**src/rtl/i2c_bus_arbiter_if.sv**
```systemverilog
// Requester and i2c-master side signals of the i2c bus arbiter.
// slave = arbiter view, master = requesters plus i2c master view.
interface i2c_bus_arbiter_if;
  logic [3:0]  req;
  logic [27:0] req_addr;
  logic [63:0] req_data;
  logic [3:0]  req_rw;
  logic [3:0]  req_two_bytes;
  logic [3:0]  grant;
  logic [3:0]  done;
  logic [15:0] rsp_data;
  logic        rsp_ack;
  logic        rsp_timeout;
  logic        m_start;
  logic [6:0]  m_addr;
  logic [15:0] m_data;
  logic        m_rw;
  logic        m_two_bytes;
  logic        m_ready;
  logic [15:0] m_read_data;
  logic        m_ack;

  modport slave (
    input  req, req_addr, req_data, req_rw, req_two_bytes,
    input  m_ready, m_read_data, m_ack,
    output grant, done, rsp_data, rsp_ack, rsp_timeout,
    output m_start, m_addr, m_data, m_rw, m_two_bytes
  );

  modport master (
    output req, req_addr, req_data, req_rw, req_two_bytes,
    output m_ready, m_read_data, m_ack,
    input  grant, done, rsp_data, rsp_ack, rsp_timeout,
    input  m_start, m_addr, m_data, m_rw, m_two_bytes
  );
endinterface

```
**src/rtl/i2c_bus_arbiter.sv**
```systemverilog
// Round-robin arbiter sharing one i2c master between four requesters.
// Optional watchdog abort enabled by defining I2C_ARB_TIMEOUT_EN.
module i2c_bus_arbiter #(
  parameter logic [19:0] TIMEOUT_CYCLES = 20'd1000000
) (
  input logic clk,
  input logic rst,
  i2c_bus_arbiter_if.slave bus
);

  typedef enum logic [2:0] {
    IDLE      = 3'd0,
    ISSUE     = 3'd1,
    WAIT_BUSY = 3'd2,
    WAIT_DONE = 3'd3
  } state_t;

  state_t      state;
  logic [1:0]  last;
  logic [1:0]  cur;
  logic [1:0]  win;
  logic [1:0]  idx;
  logic        found;
  logic [3:0]  grant_q;
  logic [3:0]  done_q;
  logic [15:0] rsp_data_q;
  logic        rsp_ack_q;
  logic        m_start_q;
  logic [6:0]  m_addr_q;
  logic [15:0] m_data_q;
  logic        m_rw_q;
  logic        m_two_q;

  // first pending requester after the last winner
  always_comb begin
    win   = last;
    found = 1'b0;
    idx   = '0;
    for (int k = 1; k <= 4; k++) begin
      idx = last + 2'(k);
      if (!found && bus.req[idx]) begin
        win   = idx;
        found = 1'b1;
      end
    end
  end

`ifdef I2C_ARB_TIMEOUT_EN
  logic [19:0] cnt;
  logic        rsp_to_q;
  logic        to_hit;

  assign to_hit = (state == WAIT_BUSY ||
                   (state == WAIT_DONE && !bus.m_ready)) &&
                  cnt == TIMEOUT_CYCLES - 20'd1;
`else
  logic unused_timeout;
  assign unused_timeout = ^TIMEOUT_CYCLES;
`endif

  always_ff @(posedge clk or posedge rst) begin
    if (rst) begin
      state      <= IDLE;
      last       <= 2'd3;
      cur        <= 2'd0;
      grant_q    <= '0;
      done_q     <= '0;
      rsp_data_q <= '0;
      rsp_ack_q  <= 1'b0;
      m_start_q  <= 1'b0;
      m_addr_q   <= '0;
      m_data_q   <= '0;
      m_rw_q     <= 1'b0;
      m_two_q    <= 1'b0;
`ifdef I2C_ARB_TIMEOUT_EN
      cnt        <= '0;
      rsp_to_q   <= 1'b0;
`endif
    end else begin
      done_q <= '0;
      unique case (state)
        IDLE: begin
          if (bus.m_ready && found) begin
            cur       <= win;
            grant_q   <= 4'b1 << win;
            m_start_q <= 1'b1;
            m_addr_q  <= bus.req_addr[int'(win)*7 +: 7];
            m_data_q  <= bus.req_data[int'(win)*16 +: 16];
            m_rw_q    <= bus.req_rw[win];
            m_two_q   <= bus.req_two_bytes[win];
            state     <= ISSUE;
          end
        end
        ISSUE: begin
          m_start_q <= 1'b0;
          state     <= WAIT_BUSY;
        end
        WAIT_BUSY: begin
          if (!bus.m_ready) state <= WAIT_DONE;
        end
        WAIT_DONE: begin
          if (bus.m_ready) begin
            rsp_data_q <= bus.m_read_data;
            rsp_ack_q  <= bus.m_ack;
            done_q     <= grant_q;
            grant_q    <= '0;
            last       <= cur;
            state      <= IDLE;
`ifdef I2C_ARB_TIMEOUT_EN
            rsp_to_q   <= 1'b0;
`endif
          end
        end
        default: state <= IDLE;
      endcase
`ifdef I2C_ARB_TIMEOUT_EN
      if (state == IDLE) begin
        cnt <= '0;
      end else if (to_hit) begin
        rsp_ack_q <= 1'b0;
        rsp_to_q  <= 1'b1;
        done_q    <= grant_q;
        grant_q   <= '0;
        last      <= cur;
        state     <= IDLE;
      end else if (state != ISSUE) begin
        cnt <= cnt + 20'd1;
      end
`endif
    end
  end

  assign bus.grant       = grant_q;
  assign bus.done        = done_q;
  assign bus.rsp_data    = rsp_data_q;
  assign bus.rsp_ack     = rsp_ack_q;
  assign bus.m_start     = m_start_q;
  assign bus.m_addr      = m_addr_q;
  assign bus.m_data      = m_data_q;
  assign bus.m_rw        = m_rw_q;
  assign bus.m_two_bytes = m_two_q;
`ifdef I2C_ARB_TIMEOUT_EN
  assign bus.rsp_timeout = rsp_to_q;
`else
  assign bus.rsp_timeout = 1'b0;
`endif

endmodule

```
**src/flat_wrapper.sv**
```systemverilog
// flat-port wrapper written by rule: the top's interface ports become plain ports
module i2c_bus_arbiter_flat 
#(
  parameter logic [19:0] TIMEOUT_CYCLES = 20'd1000000
)
  (clk, rst, bus_req, bus_req_addr, bus_req_data, bus_req_rw, bus_req_two_bytes, bus_m_ready, bus_m_read_data, bus_m_ack, bus_grant, bus_done, bus_rsp_data, bus_rsp_ack, bus_rsp_timeout, bus_m_start, bus_m_addr, bus_m_data, bus_m_rw, bus_m_two_bytes);
  i2c_bus_arbiter_if bus_i ();
  input logic clk;
  input logic rst;
  input wire logic [$bits(bus_i.req)-1:0] bus_req;
  input wire logic [$bits(bus_i.req_addr)-1:0] bus_req_addr;
  input wire logic [$bits(bus_i.req_data)-1:0] bus_req_data;
  input wire logic [$bits(bus_i.req_rw)-1:0] bus_req_rw;
  input wire logic [$bits(bus_i.req_two_bytes)-1:0] bus_req_two_bytes;
  input wire logic [$bits(bus_i.m_ready)-1:0] bus_m_ready;
  input wire logic [$bits(bus_i.m_read_data)-1:0] bus_m_read_data;
  input wire logic [$bits(bus_i.m_ack)-1:0] bus_m_ack;
  output wire logic [$bits(bus_i.grant)-1:0] bus_grant;
  output wire logic [$bits(bus_i.done)-1:0] bus_done;
  output wire logic [$bits(bus_i.rsp_data)-1:0] bus_rsp_data;
  output wire logic [$bits(bus_i.rsp_ack)-1:0] bus_rsp_ack;
  output wire logic [$bits(bus_i.rsp_timeout)-1:0] bus_rsp_timeout;
  output wire logic [$bits(bus_i.m_start)-1:0] bus_m_start;
  output wire logic [$bits(bus_i.m_addr)-1:0] bus_m_addr;
  output wire logic [$bits(bus_i.m_data)-1:0] bus_m_data;
  output wire logic [$bits(bus_i.m_rw)-1:0] bus_m_rw;
  output wire logic [$bits(bus_i.m_two_bytes)-1:0] bus_m_two_bytes;
  assign bus_i.req = bus_req;
  assign bus_i.req_addr = bus_req_addr;
  assign bus_i.req_data = bus_req_data;
  assign bus_i.req_rw = bus_req_rw;
  assign bus_i.req_two_bytes = bus_req_two_bytes;
  assign bus_i.m_ready = bus_m_ready;
  assign bus_i.m_read_data = bus_m_read_data;
  assign bus_i.m_ack = bus_m_ack;
  assign bus_grant = bus_i.grant;
  assign bus_done = bus_i.done;
  assign bus_rsp_data = bus_i.rsp_data;
  assign bus_rsp_ack = bus_i.rsp_ack;
  assign bus_rsp_timeout = bus_i.rsp_timeout;
  assign bus_m_start = bus_i.m_start;
  assign bus_m_addr = bus_i.m_addr;
  assign bus_m_data = bus_i.m_data;
  assign bus_m_rw = bus_i.m_rw;
  assign bus_m_two_bytes = bus_i.m_two_bytes;
  i2c_bus_arbiter #(.TIMEOUT_CYCLES(TIMEOUT_CYCLES)) u_core (.clk(clk), .rst(rst), .bus(bus_i));
endmodule
```
**config.mk**
```make
export PLATFORM = sky130hd
export DESIGN_NAME = i2c_bus_arbiter_flat
export DESIGN_NICKNAME = d
export VERILOG_FILES = /design/src/rtl/i2c_bus_arbiter_if.sv /design/src/rtl/i2c_bus_arbiter.sv /design/src/flat_wrapper.sv
export SDC_FILE = /design/constraint.sdc
export NUM_CORES = 1
export LEC_CHECK = 0
export ABC_AREA = 1
export CORE_ASPECT_RATIO = 0.7
export CORE_MARGIN = 8
export CORE_UTILIZATION = 41
export CTS_BUF_LIST = sky130_fd_sc_hd__clkbuf_4
export DETAILED_ROUTE_END_ITERATION = 10
export PLACE_DENSITY_LB_ADDON = 0.15
export SYNTH_ARGS = -nofsm -noshare
export SYNTH_HDL_FRONTEND = slang
export SYNTH_SLANG_ARGS = --single-unit
```
**constraint.sdc**
```tcl
create_clock -name clk -period 2.48 [get_ports clk]
set_input_delay 0.496 -clock clk [delete_from_list [all_inputs] [get_ports clk]]
set_output_delay 0.496 -clock clk [all_outputs]
set_load 0.03 [all_outputs]
```
# --- Yosys cells after proc, flatten, opt, wreduce, memory -nomap -nowiden ---
# Cells that the tools add are included.
word_totals:
  regBits: 58
  latchBits: 0
  mem_bits_rw: 0
  mem_bits_ro: 0
  inputBits: 124
  out_inout_bits: 52
  wordCells: 76
  memories: 0
classes:
  add_sub_neg: 3
  mul: 1
  n_div: 0
  n_lt_le_gt_ge: 5
  eq_ne: 6
  shifts: 3
  mux: 31
  n_bitwise: 0
  n_reduce_logical: 15
ops:
  columns: ["cell", "n"]
  rows:
  - ["$shiftx A64 B7 Y16", 1]
  - ["$shiftx A28 B32 Y7", 1]
  - ["$mux W4", 4]
  - ["$lt A2 B3 Y1 const B", 5]
  - ["$bmux W1 S2", 6]
  - ["$pmux W3 S4", 1]
  - ["$mux W1", 11]
  - ["$mux W3", 3]
  - ["$mux W2", 4]
  - ["$pmux W4 S2", 1]
  - ["$eq A3 B2 Y1 const B", 2]
  - ["$reduce_and A2 Y1", 3]
  - ["$reduce_and A3 Y1", 2]
  - ["$mul A2 B3 Y5 const B", 1]
  - ["$add A2 B2 Y2 const B", 2]
  - ["$logic_and A1 B1 Y1", 4]
  - ["$ne A2 B2 Y1 const B", 2]
  - ["$reduce_bool A2 Y1", 2]
  - ["$shl A1 B2 Y4 const A", 1]
  - ["$eq A3 B1 Y1 const B", 1]
  - ["$logic_not A1 Y1", 3]
  - ["$logic_not A3 Y1", 1]
  - ["$add A2 B1 Y2 const B", 1]
  - ["$ne A2 B1 Y1 const B", 1]
  - ["$pmux W1 S2", 1]

# --- Longest topological paths before layout ---
depth:
  depth_word: 16
  mapped_depth: 15
  ltp_nobuf: 13

# --- Worst setup path before layout ---
# No wires, ideal clock.
synth_timing:
  path_type: "flip-flop to flip-flop"
  startpoint: "register u_core.last[0]"
  endpoint: "register u_core.m_data_q[10], in the netlist u_core.bus.m_data[10]"
  setup_time_ns: 0.117
  t_arrival_ns: 1.756
  required_time_ns: 2.363
  setup_slack_ns: 0.607
  path_stages_with_launch: 15
  cell_sequence: "dfstp_2 -> inv_2 -> buf_6 -> nand2_1 -> nand2_1 -> nand2_1 -> nand2_2 -> or2_1 -> nand2_1 -> nand2_1 -> nand2_4 -> buf_4 -> nand3_1 -> nand3_1 -> nand2_1"
synth_between:
  elab_chain_len: 15
  word_cells_on_any_way: 28
  classes_between: "add/sub (3); shift (1); mux (16); reduce/logical (8)"
synth_lines:
  columns: ["element", "line", "text"]
  rows:
  - ["start, declared", "i2c_bus_arbiter.sv:19", "logic [1:0] last;"]
  - ["start signal, assigned", "i2c_bus_arbiter.sv:107", "last <= cur;"]
  - ["branches (longest 15 deep; another with $add A2 B1 Y2)", null, null]
  - ["end signal, assigned", "i2c_bus_arbiter.sv:88", "m_data_q <= bus.req_data[int'(win)*16 +: 16];"]
  - ["end, declared", "i2c_bus_arbiter.sv:30", "logic [15:0] m_data_q;"]
# Parallel ways; which one is timed is not known. The select of a mux whose other input is x is not followed.
# A chain may end at the register's enable or synchronous reset.

# --- Final worst setup path ---
layout_timing:
  startpoint: "register u_core.last[1]"
  endpoint: "register u_core.m_data_q[7], in the netlist u_core.bus.m_data[7]"
# Same word-level chain as after synthesis.

==> flow_metrics.tcl <==
set metrics [dict create \
    outcome "complete, no violations" \
    place_inst 714 \
    tritoncts_clock_tree "yes" \
    synth_cell_type_count 24 \
    avgRoutedWirePerCell_um 16.7 \
    yosys_warnings 0 \
    layout.nets 748 \
    area.growth.synth_to_final_pct 59.3 \
    die_outline_width_um 125 \
    share_of_synthesized_area_spent_on_multiplexers_pct 5.59 \
    grt_antenna_before_repair 0 \
    detail_route.drc_violations 0 \
    synth.net_count 579 \
    most_used_routing_layer "met2" \
    finalSetupViolCount 0 \
    fillCellCount 719 \
    syn-mean-instance-area_um2 7.59 \
    synth_compound_gate_area_share_pct 2.41 \
    globalRouteMet3Util_pct 7.86 \
    drt-total-wl_mm 12.2 \
    total_power_mw 8.34 \
    postCtsResizedCells 0 \
    groute.layer.met1.usage_pct 23.9 \
    multi_input_comb_area_mm2 0.00173 \
    max_freq_mhz 460 \
    global_route_wire_length_before_repair_mm 19.6 \
    die_height_um 92.5 \
    worst_relative_slew_slack_pct 65.9 \
    core.rowCount 28 \
    period_utilization_pct 87.6 \
    synth.yosys.seq_area_share_pct 41.7 \
    grt_max_degree 58 \
    post_route_cells_drive_above_1_share_pct 10.4 \
    power-per-cell-area_mw_per_mm2 1530 \
    routed-via-count 3873 \
    critical_path_class "flip-flop to flip-flop" \
    gr-usage-met2_pct 36.1 \
    cts.root.buffer_cell "clkbuf_4" \
    gr_overflow_total 0 \
    ys_seq_elements 57 \
    ir_drop_v 0.000840 \
    detailed_place_hpwl_mm 9.22 \
    timing.final.hold_violations 0 \
    gp_routability_congestion 0.828 \
    post_synth_xor_area_fraction_pct 0 \
    largest_family_of_logic_cells_by_synthesized_area "simple AND/OR/NAND/NOR gates" \
    clock_tree.buffer_depth 2 \
    layout.core_utilization_pct 66.0 \
    setup_repair_after_global_routing_missed_its_margin "no" \
    track_usage_pct 20.8 \
    leakagePower_nw 2.48 \
    cts_setup_buffers 0 \
    mostFrequentLayoutCells "clkdlybuf4s50_1 (174), nand3_1 (161), nand2_1 (122)" \
    timing.final.ws_setup_ps 308 \
    antenna-diode-count 0 \
    worst-endpoint-arrival_ps 2460 \
    cts_inserted_buffers 9 \
    clk_skew_ps 12.7 \
    syn-cell-area_mm2 0.00342 \
    fin_hold_ws_ps 464 \
    firstDrtPassIters 5 \
    required_ps 2770 \
    clock-sinks 57 \
    ios 176 \
    timing.critical_path.fanout_max 27 \
    worst_setup_hold_path_clk_slew_ps 110 \
    postCtsHoldBufs 0 \
    instances_no_fill 730 \
    placement.setup.worst_slack_ps 70.3 \
    synth_instances 451 \
    cts_max_level 3 \
    io_buffers 174 \
    grt_pass1_vias 3921 \
    ant_nets 0 \
    insertion_delay_ps 390 \
    synth_adder_area_share_pct 1.46 \
    setup_total_negative_slack_ps 0 \
    post_synth_and_or_nand_nor_area_fraction_pct 40.9 \
    floorplan.die_area_mm2 0.0116 \
    core_area_mm2 0.00827 \
    most_common_library_cell_in_the_layout_ignoring_fill_and_taps "clkdlybuf4s50_1" \
    drt_iter0_markers 291 \
    timing.critical_path.from_type "flip-flop" \
    maxCapViolations 0 \
    area.sequential_mm2 0.00143 \
    placement.cell_area_mm2 0.00530 \
    finish.instance_area_mm2 0.00545 \
    detail_route.vias_per_cell 5.31 \
    hold_path_class "primary input to async pin" \
    crit_end_element "flip-flop" \
    timing.final.max_slew_violations 0 \
    final_period_minus_worst_setup_slack_ps 2170 \
    timing_worst_slew_pin_value_ps 511 \
    initial_utilization_pct 41.4 \
]
[sequential cells by signal, indices dropped and copies added (netlist names), 2 cells and up]
signal / flops
u_core.bus.m_data: 16
u_core.bus.rsp_data: 16
u_core.bus.m_addr: 7
u_core.bus.done: 4
u_core.bus.grant: 4
u_core.cur: 2
u_core.last: 2
u_core.state: 2
[critical path, cell delays in order (launching register included)]
cell,delay (ps)
dfstp_2,620
inv_2,90
nand2_1,60
nand2_1,100
nand2_1,110
nand2_2,100
or2_1,260
nand2_1,80
nand2_1,80
nand2_4,260
nand3_1,130
nand3_1,100
nand2_1,60
[report_power, final]
group	internal, mW	leakage [nW]	switching [mW]
logic	2.33	1.70	3.64
registers	1.37	0.701	0.249
clock network	0.399	0.0808	0.358
[synth_stat cells]
cell type | n | area (µm²)
a21oi_1 | 7 | 35.0
buf_2 | 13 | 65.1
buf_4 | 9 | 67.6
buf_6 | 4 | 45.0
clkbuf_1 | 5 | 18.8
conb_1 | 1 | 3.75
dfrtp_1 | 55 | 1380
dfstp_2 | 2 | 52.6
ha_1 | 4 | 50.1
inv_1 | 15 | 56.3
inv_2 | 4 | 15.0
mux2_2 | 17 | 191
nand2_1 | 122 | 458
nand2_2 | 7 | 43.8
nand2_4 | 1 | 11.3
nand3_1 | 161 | 806
nand3_2 | 2 | 20.0
nand3b_1 | 1 | 7.51
nor2_1 | 9 | 33.8
nor2_2 | 2 | 12.5
o21a_1 | 1 | 7.51
o21ai_0 | 3 | 15.0
o21ai_1 | 5 | 25.0
or2_1 | 1 | 6.26
[cells by family after synthesis]
logic type / after synthesis
and+or+nand+nor: 306
DFF: 57
buffers and inverters: 50
muxes: 17
AOI/OAI and AO/OA: 16
adders and majority gates: 4
other: 1
[final cells by class]
cell class | instances | share of cell area, %
clock buffers | 9 | 1.24
clock inverters | 7 | 1.56
inverters | 19 | 1.31
multi-input cells | 344 | 31.7
flip-flops and latches | 57 | 26.2
well taps | 105 | 2.41
repair buffers | 189 | 35.6
[worst paths after layout]
path | from | to | slack, ps | depth (start not counted)
worst min register to register | u_core.bus.m_data[14] | u_core.bus.m_data[14] | 490 | 2
worst max register to register | u_core.last[1] | u_core.bus.m_data[7] | 310 | 12
min in group clk | u_core.bus.m_data[14] | u_core.bus.m_data[14] | 490 | 2
max in group asynchronous | rst | u_core.last[0] | 1730 | 3
worst max-delay path | u_core.last[1] | u_core.bus.m_data[7] | 310 | 12
worst min-delay path | rst | u_core.bus.m_data[3] | 460 | 3
[layer usage]
layer	share of wire, %	routed length (µm)
met1	41	4980
met2	49	5940
met3	8.8	1080
met4	1.7	212
met5	0	0
Note: power is estimated with default switching activity, not from simulation.
